==> config.mk <==
export PLATFORM = sky130hd
export DESIGN_NAME = cordic_seq
export DESIGN_NICKNAME = d
export VERILOG_FILES = /design/src/rtl/cordic_seq.sv
export SDC_FILE = /design/constraint.sdc
export NUM_CORES = 1
export LEC_CHECK = 0
export ABC_AREA = 1
export CORE_ASPECT_RATIO = 0.7
export CORE_MARGIN = 5
export CORE_UTILIZATION = 45
export DETAILED_ROUTE_END_ITERATION = 7
export PLACE_DENSITY = 0.85
export SKIP_LAST_GASP = 1
export SLEW_MARGIN = 20
export SYNTH_ARGS = -nofsm -noshare
export SYNTH_HDL_FRONTEND = slang
export SYNTH_SLANG_ARGS = --single-unit
==> constraint.sdc <==
create_clock -name clock -period 2.85 [get_ports clock]
set_clock_uncertainty 0.15 [all_clocks]
set_input_delay 0.4275 -clock clock [delete_from_list [all_inputs] [get_ports clock]]
set_output_delay 0.4275 -clock clock [all_outputs]
set_load 0.03 [all_outputs]
==> src/rtl/cordic_seq.sv <==
// Sequencer around a 16-bit iterative CORDIC datapath: accepts an angle,
// drives load/addr for one load plus ITERS iteration cycles, then holds the result.
module cordic_seq #(
    parameter int WIDTH = 16,
    parameter int ITERS = 16,
    parameter int ADDRW = 4
) (
    input  logic             clock,
    input  logic             reset,
    input  logic             in_valid,
    input  logic [WIDTH-1:0] in_angle,
    output logic             in_ready,
    output logic [WIDTH-1:0] cor_endangle,
    output logic             cor_load,
    output logic [ADDRW-1:0] cor_addr,
    input  logic [WIDTH-1:0] cor_sin,
    input  logic [WIDTH-1:0] cor_cos,
    output logic             out_valid,
    output logic [WIDTH-1:0] out_sin,
    output logic [WIDTH-1:0] out_cos,
    input  logic             out_ready,
    output logic             busy
);

    // One extra counter bit so ITERS == 2**ADDRW reaches its last value without wrapping.
    localparam int CNTW = ADDRW + 1;
    localparam logic [CNTW-1:0] CNT_LAST = CNTW'(ITERS - 1);

    typedef enum logic [2:0] {
        IDLE = 3'd0,
        LOAD = 3'd1,
        ITER = 3'd2,
        CAPT = 3'd3,
        DONE = 3'd4
    } state_t;

    state_t           state_q;
    logic [CNTW-1:0]  cnt_q;
    logic [CNTW-1:0]  cnt_d;
    logic [WIDTH-1:0] endangle_q;
    logic             load_q;
    logic [ADDRW-1:0] addr_q;
    logic             in_ready_q;
    logic             busy_q;
    logic             out_valid_q;
    logic [WIDTH-1:0] out_sin_q;
    logic [WIDTH-1:0] out_cos_q;

    // Next iteration index.
    always_comb begin
        cnt_d = cnt_q + CNTW'(1);
    end

    // Operation FSM with all handshake and datapath-control outputs registered.
    always_ff @(posedge clock) begin
        if (reset) begin
            state_q     <= IDLE;
            cnt_q       <= '0;
            endangle_q  <= '0;
            load_q      <= 1'b0;
            addr_q      <= '0;
            in_ready_q  <= 1'b1;
            busy_q      <= 1'b0;
            out_valid_q <= 1'b0;
            out_sin_q   <= '0;
            out_cos_q   <= '0;
        end else begin
            case (state_q)
                IDLE: begin
                    if (in_valid) begin
                        state_q    <= LOAD;
                        endangle_q <= in_angle;
                        load_q     <= 1'b1;
                        addr_q     <= '0;
                        in_ready_q <= 1'b0;
                        busy_q     <= 1'b1;
                    end else begin
                        state_q    <= IDLE;
                    end
                end
                LOAD: begin
                    state_q <= ITER;
                    cnt_q   <= '0;
                    load_q  <= 1'b0;
                    addr_q  <= '0;
                end
                ITER: begin
                    if (cnt_q == CNT_LAST) begin
                        state_q <= CAPT;
                    end else begin
                        cnt_q  <= cnt_d;
                        addr_q <= cnt_d[ADDRW-1:0];
                    end
                end
                CAPT: begin
                    state_q     <= DONE;
                    out_sin_q   <= cor_sin;
                    out_cos_q   <= cor_cos;
                    out_valid_q <= 1'b1;
                end
                DONE: begin
                    if (out_ready) begin
                        state_q     <= IDLE;
                        out_valid_q <= 1'b0;
                        in_ready_q  <= 1'b1;
                        busy_q      <= 1'b0;
                    end else begin
                        state_q     <= DONE;
                    end
                end
                default: begin
                    state_q     <= IDLE;
                    load_q      <= 1'b0;
                    in_ready_q  <= 1'b1;
                    busy_q      <= 1'b0;
                    out_valid_q <= 1'b0;
                end
            endcase
        end
    end

    assign in_ready     = in_ready_q;
    assign busy         = busy_q;
    assign cor_endangle = endangle_q;
    assign cor_load     = load_q;
    assign cor_addr     = addr_q;
    assign out_valid    = out_valid_q;
    assign out_sin      = out_sin_q;
    assign out_cos      = out_cos_q;

endmodule
Word level (Yosys, flattened, before mapping)
Cells that the tools add are included.
Operators by class
  $add $sub $neg: 1
  equal/unequal tests: 9
  multiplexer cells: 17
  bitwise gates (word level): 3
  reductions and logical operators: 12
Operator list (number)
  one-hot mux 3 bit (5 select lines): 1
  one-hot mux 4 bit (3 select lines): 1
  one-hot mux 5 bit (2 select lines): 1
  one-hot mux 1 bit (3 select lines): 3
  OR reduction 3 bit: 3
  2-to-1 mux 4 bit: 2
  != test 2 bit (second input constant): 4
  AND reduction 2 bit: 4
  equality test 3 x 2 -> 1 bit (second input constant): 2
  2-to-1 mux 3 bit: 2
  AND reduction 3 bit: 2
  adder 5 x 1 -> 5 bit (second input constant): 1
  equality test 5 x 4 -> 1 bit (second input constant): 1
  2-to-1 mux 1 bit: 5
  2-to-1 mux 5 bit: 1
  equality test 3 x 1 -> 1 bit (second input constant): 1
  equality test 3 bit (second input constant): 1
  zero test 3 bit: 1
  inverter 1 bit: 3
  nonzero test 3 bit: 1
  one-hot mux 1 bit (2 select lines): 1
  nonzero test 2 bit: 1
Storage, ports and cells
  register bits: 64
  bits of input ports: 52
  output and inout port bits: 56

Logic depth before layout (Yosys ltp)
Gate-level depths: netlist of the first run.
  depth in word-level cells: 4
  mapped depth: 10
  gate-level depth less buffers: 10

Worst setup path before layout of the first run
OpenSTA, ideal clock, no wires.
  path type: reg-to-reg
  from: reg cnt_q[0]
  to: reg cnt_q[4]
  setup time: 0.064 ns
  arrival time: 1.315 ns
  required time: 2.636 ns
  setup slack: 1.321 ns
  stages on the path, launching flop included: 9
  clock period less this slack: 1.529 ns
  path through: dfxtp_1 ha_1 nand2_1 nor2_1 ha_1 or2_2 nand2_1 nand2_1 nor2_1
On the way
  longest elaborated chain between the ends: 3
  elaborated cells between the ends (all ways): 6
  classes of those cells: add/sub: 1; eq/ne: 2; mux: 2; reduce/logical: 1
Ends and longest elaborated chain
  start, declared: line 38  | logic [CNTW-1:0] cnt_q;
  start signal, assigned: line 91  | cnt_q <= cnt_d;
  adder 5 x 1 -> 5 bit or equality test 5 x 4 -> 1 bit (tied branches): line 51, 88
  2-to-1 mux 5 bit or != test 2 bit (tied branches)
  one-hot mux 5 bit (2 select lines) or AND reduction 2 bit (tied branches)
Several ways; a longest one is shown, not always the timed one. The select of a mux whose other input is x is not followed.
A chain may end at the register's enable or synchronous reset.

Worst setup path in the final report of the first run
  from: reg endangle_q[1], in the netlist cor_endangle[1]
  to: out cor_endangle[1]
RTL lines
  start, declared: line 40  | logic [WIDTH-1:0] endangle_q;
  start signal, assigned: line 72  | endangle_q <= in_angle;
  end, declared: line 13  | output logic [WIDTH-1:0] cor_endangle,
No word-level cell between the ends.

==> results of run 1 <==
## tightest hold or removal path, stage by stage, from the launching register on
cell and delay [ns]:
sky130_fd_sc_hd__dfxtp_1 0.31, sky130_fd_sc_hd__nand2_1 0.06, sky130_fd_sc_hd__a21oi_1 0.05
## layout make-up
cell class / count / area [µm²] / share of cell area
Sequential cell: 64 / 1280 / 0.344
Timing Repair Buffer: 109 / 1090 / 0.291
Multi-Input combinational cell: 228 / 1020 / 0.273
Clock buffer: 9 / 124 / 0.0332
Tap cell: 72 / 90.1 / 0.0242
Inverter: 17 / 66.3 / 0.0178
Clock inverter: 6 / 61.3 / 0.0164
## stage by stage
stage | hold WS [ns] | instance area, µm² | setup WS (ns)
after floorplan | 0.340 | 2490 | 1.32
after global placement | 0.301 | 3540 | 0.847
after detailed placement | 0.300 | 3540 | 0.801
after CTS | 0.317 | 3730 | 0.881
after global routing | 0.338 | 3730 | 0.840
final | 0.312 | 3730 | 0.891
## kinds of logic (layout without fill, tap and decap cells)
logic type,after synthesis,in the layout,share of synthesized area
AOI/OAI and AO/OA,60,60,0.122
DFF,64,64,0.515
buffers and inverters,34,141,0.0745
xor gates and xnor gates,1,1,0.00352
adders and majority gates,2,2,0.0101
and+or+nand+nor,165,165,0.274
## routing by layer
metal | track usage | up-vias | wire (µm)
met2 | 0.276 | 84 | 2670
met4 | 0.0848 | 0 | 176
met5 | 0 | - | 0
li1 | - | 1236 | -
met3 | 0.105 | 22 | 729
met1 | 0.215 | 1066 | 2750
## sequential cells by signal (all words and copies together) (netlist names)
signal / count
cor_load: 1
busy: 1
state_q: 3
cnt_q: 5
cor_addr: 4
cor_endangle: 16
in_ready: 1
out_valid: 1
out_sin: 16
out_cos: 16
## worst paths after layout
path         cells past startpoint                 endpoint
max reg2reg                      5  out_cos[0]$_SDFFE_PP0P_
max                              1          cor_endangle[1]
min reg2reg                      2    cor_load$_SDFFE_PP0P_
min                              2    cor_load$_SDFFE_PP0P_
## power breakdown
group | internal (W) | switching [W]
combinational | 0.000263 | 0.000356
sequential | 0.000985 | 0.0000604
clock | 0.000395 | 0.000338
total | 0.00164 | 0.000754
## synth_stat cells, types with 3 or more instances
cell	n
sky130_fd_sc_hd__a21oi_1	9
sky130_fd_sc_hd__buf_2	5
sky130_fd_sc_hd__buf_6	6
sky130_fd_sc_hd__clkbuf_1	5
sky130_fd_sc_hd__dfxtp_1	64
sky130_fd_sc_hd__inv_1	14
sky130_fd_sc_hd__nand2_1	34
sky130_fd_sc_hd__nand2_2	3
sky130_fd_sc_hd__nand3_1	10
sky130_fd_sc_hd__nor2_1	110
sky130_fd_sc_hd__nor2_4	3
sky130_fd_sc_hd__o21ai_0	50
==> impl_summary.md, run 1 <==
CTS
The post-CTS setup-driven buffer insertion count is 0. Clock tree synthesis selected as its root buffer the cell sky130_fd_sc_hd__clkbuf_8. The clock network latency to the later pin of the worst-skew pair is 0.34 ns.

Buffers inserted during clock tree synthesis total 9. The total clock sinks is 64. Post-CTS repair changed the size of 0 cells.

TritonCTS built the clock tree. After clock tree synthesis, the clock-pin slew on the worst setup and hold paths is 0.07 ns. The total of hold buffers inserted after clock tree synthesis is 0. The H-tree was split into 3 levels. The clock passes through at most 2 buffers.

Die
The overall die height is 72.2 µm. The total area inside the core boundary comes to 5310 µm². The number of cell rows is 22. During I/O placement, the number of pins put on the boundary was 108. The effective utilization at floorplan is 0.468. The die width is 98.8 µm. The area of the die is 7130 µm².

Timing
In the finished design, the share of the clock period the worst path needs comes to 0.687. The max-slew headroom at the worst pin is 0.631. Setup repair after global routing left no endpoint under its margin. The transition time of the tightest slew-check pin is 0.553 ns. The final-report max-slew violation count is 0. The total count of hold-check failures in the final report is 0.

The final count of negative-setup-slack endpoints is 0. Setup total negative slack on the finished layout was measured at 0 ns. For the finished layout, the period the worst path requires is 1.96 ns. The highest achievable clock rate is 510 MHz.

Finish
Excluding fillers, the count of instances in the completed layout stands at 505. The growth of design area from synthesis to finish is 50.0%. The net total in the final layout is 483.

The number of diodes added for antenna fixing is 0. The filler cells instantiated in the layout total 438. In the layout the commonest cells are sky130_fd_sc_hd__nor2_1 (110), sky130_fd_sc_hd__clkdlybuf4s50_1 (107), sky130_fd_sc_hd__dfxtp_1 (64), sky130_fd_sc_hd__o21ai_0 (50), sky130_fd_sc_hd__nand2_1 (34).

The most common cell after layout, fill and taps aside is sky130_fd_sc_hd__nor2_1. At the end of the flow the core is filled with cells to 0.702. Of the cells placed in the final design, the portion with a size suffix greater than 1 is 0.0693.

Worst setup path
The worst endpoint data arrival time is 1.38 ns. The setup slack on the worst flop-to-flop path is 1.03 ns. On the worst path, the slowest cell contributes a delay of 0.69 ns. The worst setup path is launched from a flip-flop. The critical path endpoint category is an output pin. For the worst setup path, the data required time is 2.27 ns.

The category of cells accounting for the largest share of critical-path delay is buffers and inverters. The worst register-to-register path begins at state_q[2]$_SDFFE_PP0P_. The number of buffers and inverters on the critical path is 1. Walking the worst path, the cells encountered are clkdlybuf4s50_1. The slowest stage of the critical path is the sky130_fd_sc_hd__clkdlybuf4s50_1 cell. The start point of the critical path is cor_endangle[1]$_SDFFE_PP0P_.

In this run the worst path has a maximum fanout of 2. The critical path is of the reg2out type.

Logic synthesis
A synthesized cell averages 7.63 µm². The cell count after synthesis came out at 326. During synthesis, Yosys emitted a total of 0 warnings.

The synthesized netlist occupies a cell area of 2490 µm². The share of flip-flops with an asynchronous set or reset is 0. The most used flip-flop cell after synthesis is sky130_fd_sc_hd__dfxtp_1. Of the synthesized area, sequential elements account for 0.515. The total nets after synthesis is 380.

The post-synthesis cell type with the largest combined area is sky130_fd_sc_hd__dfxtp_1. The count of cell types in the netlist is 22. By area the synthesized netlist is led by sky130_fd_sc_hd__dfxtp_1 (52%), sky130_fd_sc_hd__nor2_1 (17%), sky130_fd_sc_hd__o21ai_0 (10%).

Of the post-synthesis cell area, the dominant cell type holds 0.515. The number of enable flip-flop cells after synthesis is 0. The number of storage elements in the synthesis netlist is 64.

GRT
The initial antenna violation count is 0. The sum of overflow across all layers after global routing is 0. The wire length of the first global-routing pass is 10600 µm.

The total global routing track utilization is 0.184. The via count of the first global-routing pass is 2346. The maximum number of pins on one net before global-route repair is 60.

Drt
Wires add up to 6330 µm. The length of the first detailed-routing pass in iterations is 4. After detailed routing, the average wire length per cell comes to 12.5 µm. The remaining antenna violation count after routing is 0.

For this run, design rule violations remaining after detail routing come to 0. The number of vias per cell is 4.77. The routed layout has 2408 vias. After the first detailed-routing iteration, the DRC count stood at 81.

Placed design
Routability-driven placement finished with a final weighted congestion of 0.826. The number of port buffers is 107. The HPWL after detailed placement is 4580 µm.

Once placement completed, the tool counted placed cells totaling 490.

Power and ir drop
The static leakage is 1.57 nW. The total power is 0.00240 W. The worst-case IR drop observed on VDD is 0.398 mV. The areal power density over the cells is 643 nW/µm².

Flow run
Across the run, the number of max-cap violations was 0.

Run status
The run finished with clean final reports.

Worst hold path
The startpoint identified for the worst hold timing path is cor_load$_SDFFE_PP0P_. The worst hold-check path type is reg2reg.
Power figures use the tool's default switching activity.
==> run 2: changes to the inputs <==
--- a/config.mk
+++ b/config.mk
@@ -8,9 +8,9 @@
 export ABC_AREA = 1
 export CORE_ASPECT_RATIO = 0.7
 export CORE_MARGIN = 5
-export CORE_UTILIZATION = 45
+export CORE_UTILIZATION = 38
 export DETAILED_ROUTE_END_ITERATION = 7
-export PLACE_DENSITY = 0.85
+export PLACE_DENSITY = 0.76
 export SKIP_LAST_GASP = 1
 export SLEW_MARGIN = 20
 export SYNTH_ARGS = -nofsm -noshare
==> constraint.sdc (replaced) <==
create_clock -name clock -period 1.6 [get_ports clock]
set_clock_uncertainty 0.15 [all_clocks]
set_input_delay 0.24 -clock clock [delete_from_list [all_inputs] [get_ports clock]]
set_output_delay 0.24 -clock clock [all_outputs]
set_load 0.03 [all_outputs]
==> run 2 against run 1 <==
Compared with the run above: sequential cell count unchanged; final cell count up 3.4%; core utilization down 9.4 points; via count up 1.9%; clock-buffer cell count up 2; highest routed layer unchanged.
==> impl_summary.md, run 2 (synthesis results as in run 1) <==
GRT
The initial antenna violation count is 0. The total global routing track utilization is 0.163. The via count of the first global-routing pass is 2365. Entering global routing, the biggest net connects 34 pins.

The sum of overflow across all layers after global routing is 0. The wire length of the first global-routing pass is 10900 µm.

Finish
The library cell used most frequently in the layout, excluding fill and tap cells, is sky130_fd_sc_hd__nor2_1. Summing all flip-flop and latch instances after layout gives 1280 µm². The fill cell instance count of the final layout is 607.

The net total in the final layout is 493. The number of diodes added for antenna fixing is 0. The top cell types in the final layout, fill and taps aside, are sky130_fd_sc_hd__nor2_1 (109), sky130_fd_sc_hd__dfxtp_1 (62), sky130_fd_sc_hd__dlygate4sd2_1 (56), sky130_fd_sc_hd__clkdlybuf4s50_1 (51), sky130_fd_sc_hd__o21ai_0 (50). In the final layout, the multi-input gates occupy 1050 µm².

For this run, the share of the core covered by cells in the final layout is 0.608. The share of cells above drive strength 1 is 0.104. The final instance count without filler cells is 522. Relative to the synthesized area, the layout overhead comes to 54.2%. Once layout is done, the placed cells without fillers occupy 3830 µm².

Timing
The worst slack on hold paths is 0.313 ns. Static timing analysis puts the maximum clock frequency at 633 MHz. The final count of negative-setup-slack endpoints is 0. The total count of hold-check failures in the final report was 0.

The shortest clock period the worst path allows after layout is 1.58 ns. The final setup TNS is 0 ns. Dividing the final minimum period by the clock period gives 0.987.

Headroom to the max-slew limit came out at 0.764. The final-report max-slew violation count is 0. Setup repair after global routing could not meet its margin everywhere. The transition time of the tightest slew-check pin is 0.356 ns.

Worst setup path
Walking the worst path, the cells encountered are ha_4, nand2_2, nor2_2, ha_2, or2_4, nand2_1, nand2_1, nor2_1. The slowest stage of the critical path is the sky130_fd_sc_hd__dfxtp_2 cell. On the worst path, the slowest cell contributes a delay of 0.35 ns. The top fanout value on the critical path is 2. STA classifies the critical path startpoint as a flip-flop. The worst endpoint data arrival time is 1.70 ns. For the worst setup path, the data required time is 1.72 ns. The type of the worst setup path is reg2reg. The most common cell type on the critical path is sky130_fd_sc_hd__nand2_1. The critical path endpoint category is a flip-flop.

Power and ir drop
The largest vdd supply drop is 0.496 mV. The areal power density over the cells is 1140 nW/µm². The static leakage is 1.87 nW.

Drt
The length of the first detailed-routing pass in iterations is 4. For this run, design rule violations remaining after detail routing come to 0. Detailed routing inserted a total of 2453 vias. The remaining antenna violation count after routing is 0. In the final routed layout, each cell accounts on average for 13.2 µm. For this block, the initial DRC count from the detailed router was 82. The wire length after detailed routing is 6890 µm. After detailed routing, the number of vias per cell comes to 4.70.

Die
The total area inside the core boundary comes to 6310 µm². The area of the die is 8290 µm². The initial utilization of the core area, before any placement, comes to 0.394. The total I/O pin count is 108. The die is 107 µm wide. The number of cell rows is 24.

The die is 77.7 µm tall.

Run status
The run finished with clean final reports.

CTS
The maximum count of clock buffers along a single path is 2. At the later pin of the worst-skew pair, clock insertion delay measures 0.33 ns. The clock transition at the registers of the reported paths is 0.07 ns. The cell at the root of the clock tree is sky130_fd_sc_hd__clkbuf_8. The total clock sinks is 64. The number of CTS-inserted buffers is 9.

The H-tree depth is 3. The TritonCTS clock tree is done.

Placed design
The routability-driven placement congestion ratio is 0.818. The instance count after placement with tap cells included is 505. The half-perimeter wire length after detailed placement is 4820 µm. The number of port buffers is 107. The standard cell area after detailed placement is 3660 µm².

Worst hold path
The worst hold-check path type is reg2reg.

Flow run
Across the run, the number of max-cap violations was 0.
## run 2: cell count changes in the layout (fill, tap and decap cells not counted), moves of 2 or more
cell	change
sky130_fd_sc_hd__dfxtp_2	+2
sky130_fd_sc_hd__dlygate4sd2_1	+56
sky130_fd_sc_hd__nand2_4	+2
sky130_fd_sc_hd__ha_1	-2
sky130_fd_sc_hd__buf_4	+6
sky130_fd_sc_hd__buf_12	+3
sky130_fd_sc_hd__dfxtp_1	-2
sky130_fd_sc_hd__clkdlybuf4s50_1	-56
## run 2: per-stage QoR
stage	power, W	setup slack (ns)
global placement	0.00306	0.0574
finish	0.00436	0.0207
global route	0.00460	-0.0978
CTS	0.00437	0.0214
floorplan	0.00256	0.0711
detailed placement	0.00307	0.0317
## run 2: where the power goes
part	internal (W)	leakage [nW]	total [W]	switching [W]
clock	0.000759	0.0993	0.00138	0.000619
sequential	0.00176	0.524	0.00185	0.0000936
combinational	0.000457	1.25	0.00113	0.000675
## run 2: worst paths after layout
check	start	endpoint	slack, ns	depth (start not counted)
max	cnt_q[1]$_SDFFE_PP0P_	cnt_q[4]$_SDFFE_PP0P_	0.02	8
min	in_ready$_SDFFE_PP1P_	in_ready$_SDFFE_PP1P_	0.31	2
max reg2reg	cnt_q[1]$_SDFFE_PP0P_	cnt_q[4]$_SDFFE_PP0P_	0.02	8
min reg2reg	in_ready$_SDFFE_PP1P_	in_ready$_SDFFE_PP1P_	0.31	2
## run 2: critical path: cells and delay by family, from the launching register on
family	cells	cell delay (ns)
AND/OR/NAND/NOR	6	0.61
adder cells (fa/ha/maj)	2	0.41
flip-flops	1	0.35
## run 2: routing by layer
layer,GRT usage,share of wire
met1,0.190,0.43
met4,0.0677,0.012
met3,0.0945,0.12
met5,0,0
met2,0.244,0.44
## run 2: final cells by class
type                       count  area share
sequential                    64       0.335
timing repair buffer         119       0.295
multi-input combinational    228       0.275
clock buffer                  11      0.0369
tap                           78      0.0255
inverter                      17      0.0180
clock inverter                 5      0.0147
## run 2: repair_timing
item / in CTS / in global routing
buffers inserted: 0 / 1
hold endpoints to repair: 0 / 0
pin swaps: 0 / 5
hold buffers: 0 / 0
gates resized for setup: 56 / 13
setup endpoints to repair: 56 / 13
==> run 3: changes to the inputs <==
--- a/config.mk
+++ b/config.mk
@@ -10,6 +10,7 @@
 export CORE_MARGIN = 5
 export CORE_UTILIZATION = 38
 export DETAILED_ROUTE_END_ITERATION = 7
+export HOLD_SLACK_MARGIN = 0.06
 export PLACE_DENSITY = 0.76
 export SKIP_LAST_GASP = 1
 export SLEW_MARGIN = 20
==> results of run 3 <==
Final layout, timing and power as in run 2 (identical DEF).
